File: src/rtl/vga_layer_mixer.sv
// ---------------------------------------------------------------------------
// vga_layer_mixer
//
// Purpose:
//   Merges NUM_LAYERS RGB layers (background, dino, dangers, HUD, ...) into a
//   single VGA pixel stream with a fixed two-cycle latency. Two mixing modes:
//     mode = 0 : AND mode, the bitwise AND of every effective layer pixel
//                (drop-in replacement for the old three-layer compositor).
//     mode = 1 : priority / colour-key mode, the lowest-index layer whose
//                pixel differs from KEY_COLOR wins; KEY_COLOR if none does.
//   Optionally tracks collisions between layer 0 (the dino) and any other
//   opaque layer: a sticky flag plus a per-frame hit count.
//
// Optional feature macro:
//   MIXER_COLLISION_EN - when defined, builds the collision flag, the hit
//   accumulator and the frame_hits register. When undefined, collision and
//   frame_hits are constant 0 and collision_clr has no effect. Mixing and
//   latency are identical in both builds.
//
// Ports:
//   clk           in   pixel clock, all logic on the rising edge
//   rst           in   asynchronous active-low reset
//   mode          in   0 = AND mode, 1 = priority/colour-key mode
//   valid_in      in   active-video qualifier
//   h_cnt         in   horizontal pixel counter (10 bits)
//   v_cnt         in   vertical line counter (10 bits)
//   layer_rgb     in   packed {R,G,B} per layer, layer i at slice i
//   layer_en      in   per-layer enable, disabled layer reads as KEY_COLOR
//   collision_clr in   clears the sticky collision flag
//   valid_out     out  valid_in delayed by two cycles
//   rgb_out       out  mixed pixel {R,G,B}, 0 outside active video
//   collision     out  sticky dino-overlap flag
//   frame_hits    out  overlap pixel count of the last completed frame
//
// hsync/vsync are not handled here and must be delayed by two cycles
// outside this block so they stay aligned with rgb_out.
// ---------------------------------------------------------------------------
module vga_layer_mixer #(
  parameter int                         NUM_LAYERS = 3,
  parameter int                         COLOR_W    = 4,
  parameter logic [3*COLOR_W-1:0]       KEY_COLOR  = 12'hFFF,
  parameter int                         CNT_W      = 16
) (
  input  logic                            clk,
  input  logic                            rst,
  input  logic                            mode,
  input  logic                            valid_in,
  input  logic [9:0]                      h_cnt,
  input  logic [9:0]                      v_cnt,
  input  logic [NUM_LAYERS*3*COLOR_W-1:0] layer_rgb,
  input  logic [NUM_LAYERS-1:0]           layer_en,
  input  logic                            collision_clr,
  output logic                            valid_out,
  output logic [3*COLOR_W-1:0]            rgb_out,
  output logic                            collision,
  output logic [CNT_W-1:0]                frame_hits
);

  localparam int PW = 3 * COLOR_W;

  // -------------------------------------------------------------------------
  // Stage 1 inputs: effective pixel per layer and its opacity
  // -------------------------------------------------------------------------
  logic [NUM_LAYERS-1:0][PW-1:0] w_eff_pix;
  logic [NUM_LAYERS-1:0]         w_eff_opq;

  // A disabled layer is replaced by the key colour, so it is transparent in
  // priority mode and all-ones (neutral) in AND mode when KEY_COLOR is white.
  always_comb begin
    w_eff_pix = '0;
    w_eff_opq = '0;
    for (int i = 0; i < NUM_LAYERS; i++) begin
      w_eff_pix[i] = layer_en[i] ? layer_rgb[i*PW +: PW] : KEY_COLOR;
      w_eff_opq[i] = (w_eff_pix[i] != KEY_COLOR);
    end
  end

  // -------------------------------------------------------------------------
  // Stage 1 registers
  // -------------------------------------------------------------------------
  logic                          r_s1_valid;
  logic                          r_s1_mode;
  logic [NUM_LAYERS-1:0][PW-1:0] r_s1_pix;
  logic [NUM_LAYERS-1:0]         r_s1_opq;

  always_ff @(posedge clk or negedge rst) begin
    if (!rst) begin
      r_s1_valid <= 1'b0;
      r_s1_mode  <= 1'b0;
      r_s1_pix   <= '0;
      r_s1_opq   <= '0;
    end else begin
      r_s1_valid <= valid_in;
      r_s1_mode  <= mode;
      r_s1_pix   <= w_eff_pix;
      r_s1_opq   <= w_eff_opq;
    end
  end

  // -------------------------------------------------------------------------
  // Stage 2 mixing
  // -------------------------------------------------------------------------
  logic [PW-1:0] w_and_pix;
  logic [PW-1:0] w_pri_pix;
  logic [PW-1:0] w_mix_pix;

  // Priority search walks from the highest index down so the last opaque
  // layer written is the lowest index, which has the highest priority.
  always_comb begin
    w_and_pix = '1;
    w_pri_pix = KEY_COLOR;
    for (int i = 0; i < NUM_LAYERS; i++) begin
      w_and_pix = w_and_pix & r_s1_pix[i];
    end
    for (int i = NUM_LAYERS - 1; i >= 0; i--) begin
      if (r_s1_opq[i]) begin
        w_pri_pix = r_s1_pix[i];
      end
    end
    w_mix_pix = r_s1_mode ? w_pri_pix : w_and_pix;
  end

  // -------------------------------------------------------------------------
  // Stage 2 output registers; blanking forces the colour to black
  // -------------------------------------------------------------------------
  logic          r_valid_out;
  logic [PW-1:0] r_rgb_out;

  always_ff @(posedge clk or negedge rst) begin
    if (!rst) begin
      r_valid_out <= 1'b0;
      r_rgb_out   <= '0;
    end else begin
      r_valid_out <= r_s1_valid;
      r_rgb_out   <= r_s1_valid ? w_mix_pix : '0;
    end
  end

  assign valid_out = r_valid_out;
  assign rgb_out   = r_rgb_out;

`ifdef MIXER_COLLISION_EN
  // -------------------------------------------------------------------------
  // Collision detection
  // -------------------------------------------------------------------------
  logic             r_s1_fs;
  logic             w_hit;
  logic             w_acc_full;
  logic [CNT_W-1:0] w_hit_ext;
  logic [CNT_W-1:0] r_acc;
  logic [CNT_W-1:0] r_frame_hits;
  logic             r_collision;

  // Frame start marks the first active pixel of a frame; it travels with the
  // pixel so the frame boundary lines up with the hit it belongs to.
  always_ff @(posedge clk or negedge rst) begin
    if (!rst) begin
      r_s1_fs <= 1'b0;
    end else begin
      r_s1_fs <= valid_in && (h_cnt == 10'd0) && (v_cnt == 10'd0);
    end
  end

  // A hit is the dino being opaque on a pixel where any other layer is too,
  // regardless of which mixing mode is selected.
  assign w_hit      = r_s1_valid & r_s1_opq[0] & (|r_s1_opq[NUM_LAYERS-1:1]);
  assign w_acc_full = &r_acc;
  assign w_hit_ext  = {{(CNT_W-1){1'b0}}, w_hit};

  // The frame-start pixel closes the previous frame and is itself the first
  // pixel counted in the new one. The count saturates rather than wrapping.
  always_ff @(posedge clk or negedge rst) begin
    if (!rst) begin
      r_acc        <= '0;
      r_frame_hits <= '0;
    end else if (r_s1_fs) begin
      r_frame_hits <= r_acc;
      r_acc        <= w_hit_ext;
    end else if (w_hit && !w_acc_full) begin
      r_acc <= r_acc + {{(CNT_W-1){1'b0}}, 1'b1};
    end
  end

  // Sticky flag: a hit in the same cycle as a clear keeps the flag set so
  // an overlap is never lost.
  always_ff @(posedge clk or negedge rst) begin
    if (!rst) begin
      r_collision <= 1'b0;
    end else if (w_hit) begin
      r_collision <= 1'b1;
    end else if (collision_clr) begin
      r_collision <= 1'b0;
    end
  end

  assign collision  = r_collision;
  assign frame_hits = r_frame_hits;
`else
  // Collision logic not built; the inputs that only feed it are folded into
  // an intentionally unused signal.
  logic w_unused;

  assign w_unused   = ^{collision_clr, h_cnt, v_cnt};
  assign collision  = 1'b0;
  assign frame_hits = '0;
`endif

endmodule

File: config.mk
export PLATFORM = sky130hd
export DESIGN_NAME = vga_layer_mixer
export DESIGN_NICKNAME = d
export VERILOG_FILES = /design/src/rtl/vga_layer_mixer.sv
export SDC_FILE = /design/constraint.sdc
export NUM_CORES = 1
export LEC_CHECK = 0
export CELL_PAD_IN_SITES_DETAIL_PLACEMENT = 1
export CELL_PAD_IN_SITES_GLOBAL_PLACEMENT = 2
export CORE_ASPECT_RATIO = 0.75
export CORE_MARGIN = 2
export CORE_UTILIZATION = 23
export DETAILED_ROUTE_END_ITERATION = 12
export MAX_ROUTING_LAYER = met4
export PLACE_DENSITY = 0.79
export SYNTH_ARGS = -nofsm -noshare
export SYNTH_HDL_FRONTEND = slang
export SYNTH_SLANG_ARGS = --single-unit
File: constraint.sdc
create_clock -name clk -period 1.2 [get_ports clk]
set_input_delay 0.18 -clock clk [delete_from_list [all_inputs] [get_ports clk]]
set_output_delay 0.18 -clock clk [all_outputs]
set_load 0.02 [all_outputs]
==> impl_results.md <==
* Worst-skew pair later-pin latency at 280 ps
* Period utilization at 0.993
* Initial DRC Count at 38
* Final HPWL DP at roughly 4100 um
* Port buffer count at 55
* P_int at 3260 uW
* Yosys warns at 0
* TritonCTS clock tree: done
* Root Driver: clkbuf_16
* NetSw at 966 uW
* Final setup TNS at 0 ps
* Clock sinks at 54
* Final Hold Fails at 0
* Mapped Area at 2250 um^2
* Sequential power share at 0.469
* Nets@finish at 313
* CP Max Fanout at 5
* First-pass GRT wire length at between 8000 and 9000 um
* Maximum vdd drop at around 0.54 mV
* Per-cell routed wire length at 14.5 um
* List of most frequent post-synthesis cells: dfrtp_1, nand2b_1, buf_4, inv_1, a21oi_1
* Core box area at 9580 um^2
* Placed insts at 372
* Startpoint Class: flip-flop
* Row Count at 31
* H-Tree Depth at 2
* Detailed Routing Iterations Pass 1 at 4
* Clock Pin Slew Worst Setup and Hold Paths at 60 ps
* Comb pwr share at 0.150
* Number of synthesized flops with an enable pin at 0
* Area growth syn-to-layout at 43.6%
* Top-count cell post-synth: dfrtp_1
* Yosys top cell by area: dfrtp_1
* Syn_area_per_cell at between 10 and 15 um^2
* Fin. max-slew vios at 0
* Vias/cell at 4.06
* Hold Path Class: in -> reg
* R2R depth at 4
* Die ar. at roughly 11000 um^2
* Initial Utilization at 0.234
* Total track usage at 0.116
* PD cells at between 1000 and 1500 nW/um^2
* Worst Hold Path Cells at 1
* Gate Count Post-Synth at 181
* Top FF cell, synth: dfrtp_1
* Switching portion of total power at 0.229
* Via count at ~1500
* Area contributors post-synth: dfrtp_1, nand2b_1, buf_4, a211oi_2, o221ai_1
* Clock buffer depth at 2
* Max Cap Viol at 0
* Die X at 118 um
* Clock share of power at 0.381
* Die H at ~90 um
* Ant diodes at 0
* Req. time, crit path at approximately 1400 ps
* Initial antenna violation count at 0
* Leak Pwr at 0.00135 uW
* Sequential fraction of the synthesis area at 0.602
* Number of synthesized register bits at 54
* Synth top area share at 0.602
* Tmin final at 1190 ps
* DRT Wirelength at around 5500 um
* Synth unique cells at 18
* # IOs at 94
* Placement Cell Area at 2980 um^2
* Fraction of layout cells with a size suffix above 1 at 0.177
* Remaining global-route overflow at 0
* CP Class: reg -> reg
* TritonCTS Buffers at 5
* Max Freq at 839 MHz
* Vias in the first global route at 1637
* Routability Congestion at 0.825
* Status: finished, final reports clean
* Critical path arrival at 1360 ps
* Setup crit end kind: flip-flop
* Final setup vio count at 0
* Final Util at 0.337
* Fraction of registers with async set/reset at 1.00
* Unrepaired setup endpoints after global routing: true
* Worst reg2reg setup slack at 8 ps
* # DRC at 0
* Cell Count, Final, Fillers Out at 381
* Worst Skew at about 4.2 ps
* DRT antenna net count at 0
* Design Area, Final at 3230 um^2
* Pin count of the biggest net entering global routing at 55
cell type report:
type                    count  area (um^2)
well taps                 132          165
fillers                  1042         6350
repair buffers             70          717
clock buffers               6          139
flip-flops and latches     54         1350
inverters                  15         56.3
multi-input cells         103          764
clock inverters             1         30.0
per-layer routing:
| metal | GRT usage | vias up | routed length [um] | share of wire |
|---|---|---|---|---|
| met5 | - | - | 0 | 0 |
| met4 | 0.0548 | 0 | 127 | 0.023 |
| met3 | 0.0278 | 10 | 245 | 0.044 |
| met2 | 0.182 | 45 | 2530 | 0.46 |
| met1 | 0.144 | 769 | 2610 | 0.47 |
| li1 | - | 721 | - | - |
cells in the final DEF, fill, tap and decap left out:
cell type / instances
dfrtp_1: 52
bufinv_16: 1
dfrtp_2: 2
nand2b_4: 1
buf_6: 2
nand2b_1: 36
conb_1: 17
inv_2: 1
dlygate4sd2_1: 11
o221ai_1: 6
clkbuf_16: 5
clkdlybuf4s50_1: 41
nand4_1: 9
a21oi_1: 13
o31ai_4: 1
o221ai_2: 5
clkdlybuf4s15_1: 2
inv_1: 14
dlygate4sd3_1: 1
a211oi_2: 11
a2111oi_4: 1
buf_2: 1
buf_4: 7
clkbuf_8: 1
buf_12: 5
o31a_1: 3
kinds of logic (layout without fill, tap and decap cells):
group | Yosys count | in the layout | share of synthesized area
simple gates | 46 | 46 | 0.129
compound gates | 40 | 40 | 0.155
buf+inv | 40 | 92 | 0.113
other cells | 1 | 17 | 0.00167
flops | 54 | 54 | 0.602
power by group through the flow:
| stage | logic (uW) | registers [uW] | clock network (uW) |
|---|---|---|---|
| 5_1_grt | 689 | 1990 | 1750 |
| 3_5_place_dp | 633 | 2010 | 0 |
| 4_1_cts | 625 | 1980 | 1660 |
| 6_report | 635 | 1980 | 1610 |
| 2_1_floorplan | 273 | 2040 | 0 |
| 3_3_place_gp | 623 | 2010 | 0 |
worst max-delay path, cell delays in order (launching register included):
cell and delay, ps:
dfrtp_2 450, nand2b_4 180, buf_4 160, o221ai_1 210, a211oi_2 60
path summary, 6_finish.rpt:
check,startpoint,endpoint
hold reg to reg,r_s1_pix[35],rgb_out[11]
hold / removal,valid_in,r_s1_valid
setup / recovery,r_s1_opq[0],rgb_out[6]
setup reg to reg,r_s1_opq[0],rgb_out[6]
max in group asynchronous,rst,r_s1_opq[0]
min in group asynchronous,rst,rgb_out[5]
metrics by stage:
stage | hold slack (ps) | total power (uW) | setup WS, ps
5_1_grt | 337 | 4430 | -28.6
3_5_place_dp | 197 | 2640 | -52.9
4_1_cts | 348 | 4260 | 5.40
2_1_floorplan | -116 | 2310 | 103
3_3_place_gp | 196 | 2630 | -36.1
6_report | 348 | 4230 | 8.47
sequential cells by signal (all words and copies together) (netlist names):
| register | count |
|---|---|
| r_s1_opq | 3 |
| r_s1_pix | 36 |
| r_s1_mode | 1 |
| r_s1_valid | 1 |
| valid_out | 1 |
| rgb_out | 12 |
repair_timing:
action	in CTS	in global routing
setup endpoints to repair	24	12
resized for setup	21	8
buffers inserted	0	1
pin swaps	0	2
hold buffers	1	0
hold endpoints to repair	54	0
Note: power is estimated with default switching activity, not from simulation.
